<file path="src/rtl/dp_ram_arbiter.sv">
// Round-robin arbiter sharing both ports of a dual-port RAM among NUM_REQ requesters.
// Zero-fills the RAM after reset, then grants up to one request per port per cycle.
module dp_ram_arbiter #(
  parameter int unsigned NUM_REQ    = 4,
  parameter int unsigned DATA_WIDTH = 8,
  parameter int unsigned ADDR_WIDTH = 4
) (
  input  logic                             clk,
  input  logic                             rst,
  input  logic [NUM_REQ-1:0]               i_req_valid,
  output logic [NUM_REQ-1:0]               o_req_ready,
  input  logic [NUM_REQ-1:0]               i_req_wr,
  input  logic [NUM_REQ*ADDR_WIDTH-1:0]    i_req_addr,
  input  logic [NUM_REQ*DATA_WIDTH-1:0]    i_req_wdata,
  output logic [NUM_REQ-1:0]               o_rsp_valid,
  output logic [NUM_REQ*DATA_WIDTH-1:0]    o_rsp_data,
  output logic                             o_init_done,
  output logic                             o_wrA,
  output logic [ADDR_WIDTH-1:0]            o_addrA,
  output logic [DATA_WIDTH-1:0]            o_dataA_in,
  input  logic [DATA_WIDTH-1:0]            i_dataA_out,
  output logic                             o_wrB,
  output logic [ADDR_WIDTH-1:0]            o_addrB,
  output logic [DATA_WIDTH-1:0]            o_dataB_in,
  input  logic [DATA_WIDTH-1:0]            i_dataB_out
);

  localparam int unsigned PtrW = (NUM_REQ > 1) ? $clog2(NUM_REQ) : 1;
  localparam int unsigned CntW = (ADDR_WIDTH > 1) ? ADDR_WIDTH - 1 : 1;
  localparam logic [CntW-1:0] InitLast = CntW'((2 ** (ADDR_WIDTH - 1)) - 1);
  localparam logic [PtrW-1:0] PtrLast  = PtrW'(NUM_REQ - 1);

  typedef enum logic [0:0] {StInit, StRun} state_t;

  state_t                r_state, w_state_next;
  logic [CntW-1:0]       r_init_cnt;
  logic                  r_init_done;
  logic [PtrW-1:0]       r_rr_ptr;
  logic                  r_rsp_a_vld, r_rsp_b_vld;
  logic [PtrW-1:0]       r_rsp_a_idx, r_rsp_b_idx;
  logic [DATA_WIDTH-1:0] r_rsp_hold [NUM_REQ];

  logic [ADDR_WIDTH-1:0] w_addr  [NUM_REQ];
  logic [DATA_WIDTH-1:0] w_wdata [NUM_REQ];
  logic [DATA_WIDTH-1:0] w_rsp   [NUM_REQ];

  logic                  w_run, w_init, w_init_last;
  logic                  w_gnt_a, w_gnt_b, w_b_seen;
  logic [PtrW-1:0]       w_idx_a, w_idx_b, w_scan, w_last, w_rr_next;

  for (genvar g = 0; g < NUM_REQ; g++) begin : g_lane
    assign w_addr[g]  = i_req_addr[g*ADDR_WIDTH +: ADDR_WIDTH];
    assign w_wdata[g] = i_req_wdata[g*DATA_WIDTH +: DATA_WIDTH];
    assign o_rsp_data[g*DATA_WIDTH +: DATA_WIDTH] = w_rsp[g];
  end

  // Outputs show their reset values for as long as rst is held.
  assign w_run       = (r_state == StRun) && !rst;
  assign w_init      = (r_state == StInit) && !rst;
  assign w_init_last = (r_init_cnt == InitLast);
  assign o_init_done = r_init_done;

  // Only the first valid requester after A is considered for B; an address match blocks B.
  always_comb begin
    w_gnt_a  = 1'b0;
    w_gnt_b  = 1'b0;
    w_b_seen = 1'b0;
    w_idx_a  = '0;
    w_idx_b  = '0;
    w_scan   = '0;
    for (int unsigned i = 0; i < NUM_REQ; i++) begin
      w_scan = PtrW'((32'(r_rr_ptr) + i) % NUM_REQ);
      if (w_run && i_req_valid[w_scan]) begin
        if (!w_gnt_a) begin
          w_gnt_a = 1'b1;
          w_idx_a = w_scan;
        end else if (!w_b_seen) begin
          w_b_seen = 1'b1;
          if (w_addr[w_scan] != w_addr[w_idx_a]) begin
            w_gnt_b = 1'b1;
            w_idx_b = w_scan;
          end
        end
      end
    end
  end

  always_comb begin
    o_req_ready = '0;
    if (w_gnt_a) o_req_ready[w_idx_a] = 1'b1;
    if (w_gnt_b) o_req_ready[w_idx_b] = 1'b1;
  end

  assign w_last    = w_gnt_b ? w_idx_b : w_idx_a;
  assign w_rr_next = (w_last == PtrLast) ? '0 : w_last + 1'b1;

  always_comb begin
    o_wrA      = 1'b0;
    o_addrA    = '0;
    o_dataA_in = '0;
    o_wrB      = 1'b0;
    o_addrB    = '0;
    o_dataB_in = '0;
    if (w_init) begin
      o_wrA   = 1'b1;
      o_wrB   = 1'b1;
      o_addrA = ADDR_WIDTH'({r_init_cnt, 1'b0});
      o_addrB = ADDR_WIDTH'({r_init_cnt, 1'b1});
    end else begin
      if (w_gnt_a) begin
        o_wrA      = i_req_wr[w_idx_a];
        o_addrA    = w_addr[w_idx_a];
        o_dataA_in = w_wdata[w_idx_a];
      end
      if (w_gnt_b) begin
        o_wrB      = i_req_wr[w_idx_b];
        o_addrB    = w_addr[w_idx_b];
        o_dataB_in = w_wdata[w_idx_b];
      end
    end
  end

  // Responding lanes forward the RAM output directly; the rest hold their last value.
  always_comb begin
    o_rsp_valid = '0;
    for (int unsigned i = 0; i < NUM_REQ; i++) w_rsp[i] = r_rsp_hold[i];
    if (r_rsp_a_vld && !rst) begin
      o_rsp_valid[r_rsp_a_idx] = 1'b1;
      w_rsp[r_rsp_a_idx]       = i_dataA_out;
    end
    if (r_rsp_b_vld && !rst) begin
      o_rsp_valid[r_rsp_b_idx] = 1'b1;
      w_rsp[r_rsp_b_idx]       = i_dataB_out;
    end
  end

  always_comb begin
    w_state_next = r_state;
    if (r_state == StInit && w_init_last) w_state_next = StRun;
  end

  always_ff @(posedge clk) begin
    if (rst) begin
      r_state     <= StInit;
      r_init_cnt  <= '0;
      r_init_done <= 1'b0;
      r_rr_ptr    <= '0;
      r_rsp_a_vld <= 1'b0;
      r_rsp_b_vld <= 1'b0;
      r_rsp_a_idx <= '0;
      r_rsp_b_idx <= '0;
    end else begin
      r_state     <= w_state_next;
      r_rsp_a_vld <= w_gnt_a;
      r_rsp_b_vld <= w_gnt_b;
      r_rsp_a_idx <= w_idx_a;
      r_rsp_b_idx <= w_idx_b;
      if (r_state == StInit) begin
        r_init_cnt <= r_init_cnt + 1'b1;
        if (w_init_last) r_init_done <= 1'b1;
      end
      if (w_gnt_a) r_rr_ptr <= w_rr_next;
    end
  end

  always_ff @(posedge clk) begin
    for (int unsigned i = 0; i < NUM_REQ; i++) begin
      r_rsp_hold[i] <= rst ? '0 : w_rsp[i];
    end
  end

endmodule
</file>
<file path="config.mk">
export PLATFORM = sky130hd
export DESIGN_NAME = dp_ram_arbiter
export DESIGN_NICKNAME = d
export VERILOG_FILES = /design/src/rtl/dp_ram_arbiter.sv
export SDC_FILE = /design/constraint.sdc
export NUM_CORES = 1
export LEC_CHECK = 0
export ABC_AREA = 0
export BUFFER_PORTS_ARGS = -buffer_cell sky130_fd_sc_hd__buf_2
export CORE_MARGIN = 2
export CORE_UTILIZATION = 47
export DETAILED_ROUTE_END_ITERATION = 10
export GPL_TIMING_DRIVEN = 0
export PLACE_DENSITY = 0.75
export SLEW_MARGIN = 20
export SYNTH_ARGS = -nofsm -noshare
export SYNTH_HDL_FRONTEND = slang
export SYNTH_SLANG_ARGS = --single-unit
</file>
<file path="constraint.sdc">
create_clock -name clk -period 5.1 [get_ports clk]
set_input_delay 0.51 -clock clk [delete_from_list [all_inputs] [get_ports clk]]
set_output_delay 0.51 -clock clk [all_outputs]
set_load 0.01 [all_outputs]
</file>
# Yosys cells after proc, flatten, opt, wreduce, memory -nomap -nowiden
# Memory sizes are Yosys's and may differ from the RTL's.
# Cells that the tools add are included.
# Widths: inputs -> output; s select.
# classes
n_addsub	5
order_cmp	24
eq_ne	5
mux	117
bitwise_logic	13
reduce_logical	17
# ops
operator	n
$mux 8	14
$mux 4	24
$bmux 4 s2	8
$bwmux 32	2
$mux 32	2
$mux 2	20
$mux 1	33
$bmux 8 s2	2
$demux 8 s2	2
$ge 3x3->1 const B	10
$not 2->3	10
$lt 2x3->1 const B	8
$logic_and 1x1->1	15
$bmux 1 s2	6
$ne 4x4->1	3
$demux 1 s2	4
$ge 2x1->1 const B	4
$or 4x4->4	2
$lt 3x1->1 const B	2
$add 2x1->2 const B	2
$add 2x2->2 const B	2
$add 3x1->3 const B	1
$eq 3x3->1 const B	1
$eq 2x2->1 const B	1
other kinds (3)	3
# word_totals
ff_bits	13
mem_bits_rw	32
inputBits	74
output_inout_bits	67
wordCells	190
memories	1
# memory_table
memory	words	word_bits	rd	rd_ports_with_merged_regs	wr	line	rtl
r_rsp_hold	4	8	4	0	4	41	logic [DATA_WIDTH-1:0] r_rsp_hold [NUM_REQ];

# Longest topological paths before layout
# logic_depth
word_depth	26
depth_mapped	19
depth_no_buf	16

# Least setup slack after synthesis
# No wires, ideal clock.
# synth_timing
kind	in2out
startpoint	input rst
endpoint	output o_dataB_in[1]
arrival_ps	3964
t_required_ps	4590
slack_ps	626
path_stages	19
path_buffers	4
cell_sequence	clkbuf_2 > or3b_1 > o22a_2 > inv_2 > ha_1 > nand4bb_1 > o32a_1 > and2_1 > buf_6 > mux2i_1 > mux2i_1 > xnor2_1 > a41oi_1 > mux2_2 > a31oi_4 > buf_6 > buf_6 > nand2_1 > a311oi_1
# synth_between
elab_chain_cells	26
word_cells_on_any_way	62
cone_classes	eq/ne: 3; mux: 48; bitwise: 4; reduce/logical: 7
# synth_rtl
item	line	rtl
from (decl)	9	input logic rst,
$logic_not 1->1 (*)	58, 59	
$logic_and 1x1->1	58	assign w_run = (r_state == StRun) && !rst;
$logic_and 1x1->1	73	if (w_run && i_req_valid[w_scan]) begin
$mux 2	73	
$not 2->3 (not written as such)	79	if (w_addr[w_scan] != w_addr[w_idx_a]) begin
$bmux 4 s2	79	
$mux 4 (not written as such) (2 in series)	79	
$ne 4x4->1	79	
(+8 left out)	-	
$mux 2	77	end else if (!w_b_seen) begin
$mux 2	74	if (!w_gnt_a) begin
$mux 2	73	
$not 2->3 (not written as such)	118	o_dataB_in = w_wdata[w_idx_b];
$bmux 8 s2	118	
$mux 8 (not written as such) (2 in series)	118	
$mux 8	115	if (w_gnt_b) begin
$mux 8 (*)	104	if (w_init) begin
to (decl)	24	output logic [DATA_WIDTH-1:0] o_dataB_in,
# Every way passes the cells marked *; elsewhere a longest branch is shown, timed or not. The select of a mux whose other input is x is not followed.

# Final worst setup path
# layout_timing
startpoint	register r_rr_ptr[0]
endpoint	output o_dataB_in[3]
# layout_between
elab_chain_cells	26
word_cells_on_any_way	82
cone_classes	add/sub: 3; eq/ne: 3; mux: 65; bitwise: 7; reduce/logical: 4
# layout_rtl
item	line	rtl
from (decl)	38	logic [PtrW-1:0] r_rr_ptr;
from (signal assigned)	162	if (w_gnt_a) r_rr_ptr <= w_rr_next;
$bmux 1 s2	73	
$mux 1 (not written as such)	73	
$logic_and 1x1->1	73	
$mux 2	73	
$not 2->3 (not written as such)	79	
$bmux 4 s2	79	
$mux 4 (not written as such) (2 in series)	79	
$ne 4x4->1	79	
(+8 left out)	-	
$mux 2	77	
$mux 2	74	
$mux 2	73	
$not 2->3 (not written as such)	118	
$bmux 8 s2	118	
$mux 8 (not written as such) (2 in series)	118	
$mux 8 (*)	115	
$mux 8 (*)	104	
# Marks and branches as above.

==> results.sh <==
export IMPL_vias=4647
export IMPL_timing_hold_violations_final=0
export IMPL_yosysUniqueCellTypes=66
export IMPL_dp_hpwl_um=10400
export IMPL_reg2reg_depth=19
export IMPL_hold_path_class="reg2reg"
export IMPL_hold_buffers=0
export IMPL_synth_area_leaders="dfxtp_1 20%, mux4_2 15%, mux2i_1 14%, nand2_1 5.6%, nor2b_1 5.0%"
export IMPL_arrival_ps=4460
export IMPL_period_minus_slack_ps=4970
export IMPL_finClkSkew_ps=2.79
export IMPL_syn_inst=495
export IMPL_synth_avg_cell_area_um2=8.84
export IMPL_ant_nets=0
export IMPL_min_to="r_init_cnt[2]$_SDFFE_PP0N_"
export IMPL_tightest_slew_ps=908
export IMPL_cts_max_path_buffers=2
export IMPL_reg2reg_slack_ps=1030
export IMPL_grt_max_degree=13
export IMPL_root_buffer="clkbuf_8"
export IMPL_rows=35
export IMPL_powerDensity_nw_per_um2=129
export IMPL_synth_nets=572
export IMPL_synth_top_cells_by_count="65 x nand2_1, 62 x mux2i_1, 44 x dfxtp_1"
export IMPL_fp_dieW_um=100
export IMPL_swShare_pct=26.9
export IMPL_die_area_um2=10100
export IMPL_syn_to_final_growth_pct=27.2
export IMPL_ys_warn_count=0
export IMPL_clk_latency_ps=290
export IMPL_yosysSeqAreaShare_pct=20.1
export IMPL_wl_per_cell_um=18.2
export IMPL_start_util_pct=47.8
export IMPL_place_congestion=0.908
export IMPL_maxSlewViolCount=0
export IMPL_seqPwrFrac_pct=48.4
export IMPL_cts_tree="built"
export IMPL_synth_seq_cells=44
export IMPL_synth_most_common_cell="nand2_1"
export IMPL_async_flop_share_pct=0
export IMPL_drive_gt1_share_pct=37.5
export IMPL_fill_cells=812
export IMPL_first_global_vias=4381
export IMPL_clkTransAtPathRegs_ps=70
export IMPL_vias_per_cell=6.02
export IMPL_r2r_end="r_rr_ptr[1]$_SDFFE_PP0N_"
export IMPL_fmax_mhz=201
export IMPL_diodes=0
export IMPL_clkPwrFrac_pct=30.6
export IMPL_hold_start="r_init_cnt[2]$_SDFFE_PP0N_"
export IMPL_intPower_uw=526
export IMPL_finalCritPeriodShare_pct=97.4
export IMPL_setup_viol=0
export IMPL_num_io_pins=141
export IMPL_gr_total_overflow=0
export IMPL_dpl_cell_area_um2=5220
export IMPL_h_tree_depth=2
export IMPL_worstPathRequired_ps=4590
export IMPL_die_h_um=100
export IMPL_grt_antenna_before_repair=0
export IMPL_drt_initial_drc_count=265
export IMPL_design_area_um2=5570
export IMPL_yosysTopAreaCell="dfxtp_1"
export IMPL_cap_violations=0
export IMPL_wl_um=14000
export IMPL_critPathLaunchType="flip-flop"
export IMPL_pwr_share_comb_pct=20.9
export IMPL_nets=737
export IMPL_synth_edf_count=0
export IMPL_core_area_um2=9150
export IMPL_synthFlopType="dfxtp_1"
export IMPL_endpoint_kind="primary output"
export IMPL_status="finished clean"
export IMPL_p_leak_nw=2.42
export IMPL_route_detailed_drc=0
export IMPL_slew_headroom_pct=39.3
export IMPL_yosysTopAreaCellShare_pct=20.1
export IMPL_place_port_buffers=140
export IMPL_cts_buffers=5
export IMPL_cts_sinks=44
export IMPL_drtPass1Iterations=5
export IMPL_min_delay_path_depth=2
export IMPL_p_switching_uw=194
export IMPL_grt_most_used_layer="met2"
export IMPL_path_max_fanout=7
export IMPL_criticalPathCategory="reg2out"
export IMPL_synth_area_um2=4370
export IMPL_grt_pass1_wl_um=21800
export IMPL_final_cells=772
export IMPL_met2_usage_pct=46.1
export IMPL_worstReg2RegStart="r_rr_ptr[0]$_SDFFE_PP0N_"
export IMPL_irDropWorstVdd_uv=101
export IMPL_dp_cells=746
export IMPL_grt_met1_usage_pct=34.9
export IMPL_grtUsageMet3_pct=4.85
export IMPL_grt_total_usage_pct=26.8
==> flip-flops by register name, summed over array words and instances, names as in the netlist <==
register     count
r_init_cnt       3
r_rr_ptr         2
r_rsp_a_idx      2
r_rsp_a_vld      1
r_rsp_b_idx      2
r_rsp_b_vld      1
r_rsp_hold      32
r_state          1
==> kinds of logic after synthesis <==
| group | Yosys count | share of synthesized area (%) |
|---|---|---|
| AO/OA/AOI/OAI | 100 | 16.2 |
| adder cells (fa/ha/maj) | 3 | 0.858 |
| AND/OR/NAND/NOR | 181 | 21.5 |
| buffers and inverters | 47 | 5.15 |
| flip-flops | 44 | 20.1 |
| multiplexers | 108 | 33.8 |
| XOR/XNOR | 12 | 2.40 |
==> through the flow <==
step | TNS, ps | utilization (%) | hold slack (ps) | power [mW] | setup slack (ps)
after floorplan | 0 | - | 490 | 0.431 | 626
after global placement | -1840 | 57.0 | 513 | 0.495 | -210
after detailed placement | -2660 | 57.0 | 535 | 0.502 | -213
after CTS | 0 | 58.6 | 553 | 0.721 | 0.985
after global routing | -261 | 60.8 | 586 | 0.751 | -46.3
final | 0 | 60.8 | 554 | 0.720 | 133
==> cells in the final DEF, fill, tap and decap left out, drive strengths merged, types with 2 or more instances in the layout <==
cell     count
buf        173
nand2       66
mux2i       63
dfxtp       44
o21ai       37
nor2b       35
nor2        32
clkbuf      30
mux4        29
a21oi       17
mux2        16
and2        12
inv         10
xnor2        7
a311oi       7
o211ai       6
o22ai        6
xor2         5
a31oi        5
nand3        5
or2          5
nand2b       4
nor4bb       4
nand3b       3
o2bb2ai      3
a211oi       3
ha           3
or3b         2
o32a         2
nand4b       2
or3          2
a21o         2
o22a         2
o221ai       2
nor4b        2
==> routing by layer <==
layer / vias up / share of wire [%]
met5: - / 0
met4: 0 / 1.6
met3: 20 / 8.7
met2: 255 / 49
met1: 2222 / 41
li1: 2150 / -
==> critical path: stages (launching register included) <==
cell	delay [ps]
dfxtp_4	360
buf_12	110
mux2i_4	220
o22a_2	230
inv_4	70
ha_4	260
nand2_1	50
o32a_1	380
and2_4	180
buf_6	140
mux2i_1	160
mux2i_1	110
xnor2_1	240
a41oi_2	180
mux2_4	310
a31oi_4	270
buf_6	170
mux2_1	310
nor2_1	150
a311oi_2	70
buf_2	170
==> area by class of cell <==
class | count | area, um^2 | share of cell area, %
well taps | 111 | 139 | 2.50
flip-flops and latches | 44 | 886 | 15.9
multi-input cells | 404 | 3340 | 60.1
clock buffers | 8 | 90.1 | 1.62
plain buffers | 36 | 203 | 3.64
inverters | 10 | 40.0 | 0.719
repair buffers | 159 | 865 | 15.5
==> power by group through the flow <==
stage                     Clock, mW  Sequential (mW)  Combinational, mW
after floorplan                   0            0.356             0.0750
after CTS                     0.226            0.349              0.147
after global placement            0            0.356              0.139
after global routing          0.240            0.349              0.162
after detailed placement          0            0.357              0.145
final                         0.220            0.349              0.151
==> repair_timing <==
item | in CTS | in global routing
endpoints found under the setup margin | 22 | 25
pin swaps | 2 | 5
setup buffers | 3 | 14
gates resized for setup | 6 | 21
cloned | 1 | 1
==> worst max-delay path by stage <==
stage | start | to | cells after the start
after floorplan | rst | o_dataB_in[1] | 19
after detailed placement | rst | o_dataA_in[3] | 17
after global placement | rst | o_addrA[3] | 18
after global routing | r_rr_ptr[0]$_SDFFE_PP0N_ | o_dataB_in[3] | 20
after CTS | rst | o_dataB_in[7] | 21
final | r_rr_ptr[0]$_SDFFE_PP0N_ | o_dataB_in[3] | 20
Note: power is estimated with default switching activity, not from simulation.
